### src/rtl/alocador_na.sv
// Active-node slot manager: maps update/deactivate ops to a one-hot NA enable,
// allocating free slots from a lowest-index bitmap, with a one-cycle bypass for fresh allocations.
module alocador_na #(
    parameter int NUM_NA          = 8,
    parameter int ADDR_WIDTH      = 5,
    parameter int DISTANCIA_WIDTH = 5,
    parameter int CUSTO_WIDTH     = 4,
    localparam int LIVRES_WIDTH   = $clog2(NUM_NA + 1)
) (
    input  logic                         clk,
    input  logic                         rst_n,
    input  logic                         op_valid_in,
    input  logic                         op_desativar_in,
    output logic                         op_ready_out,
    input  logic                         flush_in,
    input  logic [ADDR_WIDTH-1:0]        endereco_in,
    input  logic [ADDR_WIDTH-1:0]        anterior_in,
    input  logic [CUSTO_WIDTH-1:0]       menor_vizinho_in,
    input  logic [DISTANCIA_WIDTH-1:0]   distancia_in,
    input  logic [ADDR_WIDTH*NUM_NA-1:0] na_endereco_in,
    input  logic [NUM_NA-1:0]            na_ativo_in,
    output logic                         ga_atualizar_out,
    output logic                         ga_desativar_out,
    output logic [NUM_NA-1:0]            ga_habilitar_out,
    output logic [ADDR_WIDTH-1:0]        ga_endereco_out,
    output logic [ADDR_WIDTH-1:0]        ga_anterior_out,
    output logic [CUSTO_WIDTH-1:0]       ga_menor_vizinho_out,
    output logic [DISTANCIA_WIDTH-1:0]   ga_distancia_out,
    output logic [LIVRES_WIDTH-1:0]      ga_livres_o,
    output logic                         ga_buffers_cheios_o,
    output logic                         ga_ocupado_o,
    output logic                         ga_erro_o
);

    function automatic logic [NUM_NA-1:0] lowest_oh(input logic [NUM_NA-1:0] v);
        logic seen;
        lowest_oh = '0;
        seen      = 1'b0;
        for (int i = 0; i < NUM_NA; i++) begin
            if (v[i] && !seen) begin
                lowest_oh[i] = 1'b1;
                seen         = 1'b1;
            end
        end
    endfunction

    function automatic logic [LIVRES_WIDTH-1:0] popcount(input logic [NUM_NA-1:0] v);
        popcount = '0;
        for (int i = 0; i < NUM_NA; i++) begin
            popcount = popcount + LIVRES_WIDTH'(v[i]);
        end
    endfunction

    logic [NUM_NA-1:0]          livres_q, livres_d;
    logic                       byp_vld_q, byp_vld_d;
    logic [ADDR_WIDTH-1:0]      byp_addr_q, byp_addr_d;
    logic [NUM_NA-1:0]          byp_slot_q, byp_slot_d;
    logic                       erro_q, erro_d;
    logic                       atu_q, atu_d;
    logic                       des_q, des_d;
    logic [NUM_NA-1:0]          hab_q, hab_d;
    logic [ADDR_WIDTH-1:0]      end_q, end_d;
    logic [ADDR_WIDTH-1:0]      ant_q, ant_d;
    logic [CUSTO_WIDTH-1:0]     men_q, men_d;
    logic [DISTANCIA_WIDTH-1:0] dist_q, dist_d;

    logic [NUM_NA-1:0] hit, hit_low, sel_oh, free_oh;
    logic              hit_any, multi_hit, byp_hit, found, cheio, accept;

    always_comb begin
        hit = '0;
        for (int i = 0; i < NUM_NA; i++) begin
            hit[i] = na_ativo_in[i] && (na_endereco_in[i*ADDR_WIDTH +: ADDR_WIDTH] == endereco_in);
        end
    end

    // The bypass slot wins over the array because na_ativo_in lags a fresh allocation by a cycle.
    assign hit_low   = lowest_oh(hit);
    assign hit_any   = |hit;
    assign multi_hit = popcount(hit) > LIVRES_WIDTH'(1);
    assign byp_hit   = byp_vld_q && (byp_addr_q == endereco_in);
    assign sel_oh    = byp_hit ? byp_slot_q : hit_low;
    assign found     = byp_hit || hit_any;
    assign free_oh   = lowest_oh(livres_q);
    assign cheio     = (livres_q == '0);

    assign op_ready_out = !flush_in && !(!op_desativar_in && !found && cheio);
    assign accept       = op_valid_in && op_ready_out;

    always_comb begin
        livres_d   = livres_q;
        byp_vld_d  = 1'b0;
        byp_addr_d = byp_addr_q;
        byp_slot_d = byp_slot_q;
        erro_d     = erro_q;
        atu_d      = 1'b0;
        des_d      = 1'b0;
        hab_d      = '0;
        end_d      = end_q;
        ant_d      = ant_q;
        men_d      = men_q;
        dist_d     = dist_q;
        if (flush_in) begin
            livres_d = '1;
            erro_d   = 1'b0;
        end else if (accept) begin
            end_d  = endereco_in;
            ant_d  = anterior_in;
            men_d  = menor_vizinho_in;
            dist_d = distancia_in;
            if (!byp_hit && multi_hit) erro_d = 1'b1;
            if (op_desativar_in) begin
                des_d = 1'b1;
                if (found) begin
                    hab_d    = sel_oh;
                    livres_d = livres_q | sel_oh;
                end else begin
                    erro_d = 1'b1;
                end
            end else begin
                atu_d      = 1'b1;
                hab_d      = found ? sel_oh : free_oh;
                if (!found) livres_d = livres_q & ~free_oh;
                byp_vld_d  = 1'b1;
                byp_addr_d = endereco_in;
                byp_slot_d = found ? sel_oh : free_oh;
            end
        end
    end

    always_ff @(posedge clk or negedge rst_n) begin
        if (!rst_n) begin
            livres_q   <= '1;
            byp_vld_q  <= 1'b0;
            byp_addr_q <= '0;
            byp_slot_q <= '0;
            erro_q     <= 1'b0;
            atu_q      <= 1'b0;
            des_q      <= 1'b0;
            hab_q      <= '0;
            end_q      <= '0;
            ant_q      <= '0;
            men_q      <= '0;
            dist_q     <= '0;
        end else begin
            livres_q   <= livres_d;
            byp_vld_q  <= byp_vld_d;
            byp_addr_q <= byp_addr_d;
            byp_slot_q <= byp_slot_d;
            erro_q     <= erro_d;
            atu_q      <= atu_d;
            des_q      <= des_d;
            hab_q      <= hab_d;
            end_q      <= end_d;
            ant_q      <= ant_d;
            men_q      <= men_d;
            dist_q     <= dist_d;
        end
    end

    assign ga_atualizar_out     = atu_q;
    assign ga_desativar_out     = des_q;
    assign ga_habilitar_out     = hab_q;
    assign ga_endereco_out      = end_q;
    assign ga_anterior_out      = ant_q;
    assign ga_menor_vizinho_out = men_q;
    assign ga_distancia_out     = dist_q;
    assign ga_livres_o          = popcount(livres_q);
    assign ga_buffers_cheios_o  = cheio;
    assign ga_ocupado_o         = op_valid_in || atu_q || des_q;
    assign ga_erro_o            = erro_q;

endmodule
### config.mk
export PLATFORM = sky130hd
export DESIGN_NAME = alocador_na
export DESIGN_NICKNAME = d
export VERILOG_FILES = /design/src/rtl/alocador_na.sv
export SDC_FILE = /design/constraint.sdc
export NUM_CORES = 1
export LEC_CHECK = 0
export BUFFER_PORTS_ARGS = -buffer_cell sky130_fd_sc_hd__buf_2
export CAP_MARGIN = 0
export CORE_MARGIN = 10
export CORE_UTILIZATION = 45
export CTS_CLUSTER_SIZE = 20
export DETAILED_ROUTE_END_ITERATION = 12
export PLACE_DENSITY = 0.72
export RECOVER_POWER = 100
export SLEW_MARGIN = 20
export SYNTH_ARGS = -nofsm -noshare
export SYNTH_HDL_FRONTEND = slang
export SYNTH_SLANG_ARGS = --single-unit
### constraint.sdc
create_clock -name clk -period 3.9 [get_ports clk]
set_clock_uncertainty 0.1 [all_clocks]
set_input_delay 0.195 -clock clk [delete_from_list [all_inputs] [get_ports clk]]
set_output_delay 0.195 -clock clk [all_outputs]
set_load 0.01 [all_outputs]
==> out/qor.yml <==
hold_path:
  hold_path.class: "in -> reg"
  min_path_cells: 2
synthesis:
  yosys_warnings: 0
  yosysTopAreaCell: "dfrtp_1"
  synth_area_leaders: "dfrtp_1, xor2_1, mux2_2"
  synth_seq_area_share: 0.370
  synthArstFlopShare: 1.00
  synth_ff_type: "dfrtp_1"
  postSynthCellCount: 323
  synthTopCellsByCount: "dfrtp_1, xor2_1, inv_1"
  synth_fp_nets: 415
  synth_top_area_share: 0.309
  synth-edff-count: 0
  syn_area_per_cell_um2: 10.8
  synth_cell_types: 52
  mappedNetlistArea_mm2: 0.00348
  yosysMostFrequentCell: "dfrtp_1"
  ys_ff_latch: 51
sta:
  final-hold-violation-count: 1
  drv_slew: 52
  rsz0062_at_grt: "no"
  period_share: 0.939
  finalSetupViolCount: 0
  tightest_slew_ns: 2.76
  timing.hold.ws_ns: -0.00181
  fmax_mhz: 273
  max_slew_margin: -0.843
  period_minus_slack_ns: 3.66
  setup_tns_ns: 0
global_routing:
  grt_pass1_wl_mm: 15.0
  grt_pass1_vias: 3062
  overflow: 0
  grt_max_degree: 52
  track_usage: 0.155
  grt_antenna_before_repair: 0
critical_path:
  cp.required_ns: 3.61
  critical-path-max-stage-delay_ns: 0.67
  end_kind: "output pin"
  setup.worst_path.start_class: "flop"
  worstPathArrival_ns: 3.37
  cp_common_cell: "fa_1"
  path_max_fanout: 6
  path_cells: "fa_1, inv_1, fa_1, fa_1, inv_1, ha_1, fa_1, xor2_1, clkbuf_1"
  critPathKind: "reg -> out"
  worst_r2r_path_depth: 7
  crit_slowest_cell: "dfstp_1"
layout:
  antenna_cells: 0
  drive_gt1_frac: 0.298
  nNetsFinal: 531
  syn2layout_area_growth_pct: 18.5
clock_tree:
  cts_tree: "done"
  cts_buffer_depth: 2
  cts_resized: 0
  cts_made_buffers: 5
  cts.sinks: 51
  htree_levels: 2
  clk-insertion-delay-late_ns: 0.31
  clk_pin_slew_ns: 0.10
  root_buffer: "clkbuf_8"
route:
  num_vias: 2830
  drc: 0
  first_iter_violations: 133
  ant_nets: 0
  finalWirelength_mm: 9.01
  routed_via_density: 5.22
  dr.pass1.iters: 5
  wl_per_cell_um: 16.6
die:
  io_pins: 109
  die_w_um: 108
  die_h_um: 108
  dieArea_mm2: 0.0117
  initial_core_util: 0.458
  coreArea_mm2: 0.00761
  rows: 32
outcome:
  violations: "hold timing, capacitance limit, slew limit"
  status: "finished, violations left"
place:
  gp_congestion: 0.875
  port_buffers: 108
  dp_hpwl_mm: 7.23
power:
  power_mw: 1.30
  power.leakage_nw: 1.95
  vdd_drop_max_mv: 0.173
  powerDensity_mw_per_mm2: 315
flow_run:
  cap_viol_max_count: 1
## critical path: cells and delay by family, from the launching register on
family	cells	cell delay, ns
fa+ha+maj	5	1.96
xor+xnor	1	0.14
buf+inv	3	0.29
flops	1	0.67
## area by class of cell
| cell class | instances | area, um^2 |
|---|---|---|
| well taps | 102 | 128 |
| clock buffers | 5 | 68.8 |
| fillers | 713 | 3480 |
| flip-flops and latches | 51 | 1290 |
| multi-input cells | 231 | 1890 |
| inverters | 26 | 97.6 |
| clock inverters | 3 | 46.3 |
| repair buffers | 124 | 611 |
## per-stage QoR
step	std cells	setup slack, ns	utilization	cell area, um^2	hold WS, ns
3_5_place_dp	533	-0.0941	0.545	4150	0.247
6_report	542	0.237	0.542	4130	-0.00181
3_3_place_gp	533	0.0255	0.545	4150	0.240
2_1_floorplan	323	0.0243	-	3490	-0.201
5_1_grt	542	0.0219	0.542	4130	-0.0119
4_1_cts	542	0.237	0.562	4270	0.00293
## state kept, by name (all words and copies together), names as in the netlist
| name | cells |
|---|---|
| livres_q | 8 |
| ga_habilitar_out | 8 |
| ga_anterior_out | 5 |
| byp_addr_q | 5 |
| ga_menor_vizinho_out | 4 |
| ga_desativar_out | 1 |
| ga_atualizar_out | 1 |
| ga_endereco_out | 5 |
| ga_erro_o | 1 |
| byp_slot_q | 8 |
| ga_distancia_out | 5 |
## cell usage in the layout, fill, tap and decap left out, drive strengths merged, types with 4 or more instances in the layout
master	n
dfrtp	43
buf	85
fa	8
mux2i	7
o21ai	13
nor2b	5
inv	27
nor2	16
xnor2	9
nand3	16
nor4	10
dfstp	8
ha	12
clkbuf	43
nor3	4
mux2	31
a21oi	11
nand2b	4
xor2	37
nand2	13
## timing repair
action	CTS	global route
buffers inserted	0	0
endpoints found under the hold margin	43	0
hold buffers	1	0
setup endpoints to repair	0	0
## where the power goes
part           internal (mW)  switching [mW]
logic                  0.139           0.169
registers              0.580          0.0286
clock network          0.194           0.189
total                  0.912           0.387
## routing by layer
layer | routed length (um) | vias up | global-route usage | part of all wire
met3 | 991 | 6 | 0.0589 | 0.11
met2 | 4170 | 130 | 0.251 | 0.46
met1 | 3800 | 1351 | 0.193 | 0.42
met5 | 0 | - | 0 | 0
met4 | 56 | 0 | 0.0344 | 0.0062
li1 | - | 1343 | - | -
## worst paths after layout
path	startpoint	endpoint	slack, ns
worst min register to register	ga_menor_vizinho_out[2]	ga_menor_vizinho_out[2]	0.39
min in group asynchronous	rst_n	byp_slot_q[7]	1.29
worst max register to register	livres_q[0]	ga_endereco_out[2]	0.45
worst max-delay path	livres_q[0]	ga_livres_o[2]	0.24
max in group asynchronous	rst_n	ga_habilitar_out[4]	0.86
worst min-delay path	distancia_in[1]	ga_distancia_out[1]	-0.002
## kinds of logic (layout without fill, tap and decap cells)
| logic type | Yosys count | after routing | share of synthesized area |
|---|---|---|---|
| flops | 51 | 51 | 0.370 |
| buf+inv | 41 | 158 | 0.0643 |
| xor+xnor | 46 | 46 | 0.118 |
| fa+ha+maj | 20 | 20 | 0.0891 |
| simple gates | 80 | 80 | 0.133 |
| compound gates | 47 | 47 | 0.0960 |
| mux | 38 | 38 | 0.130 |
(Power assumes the default switching activity.)
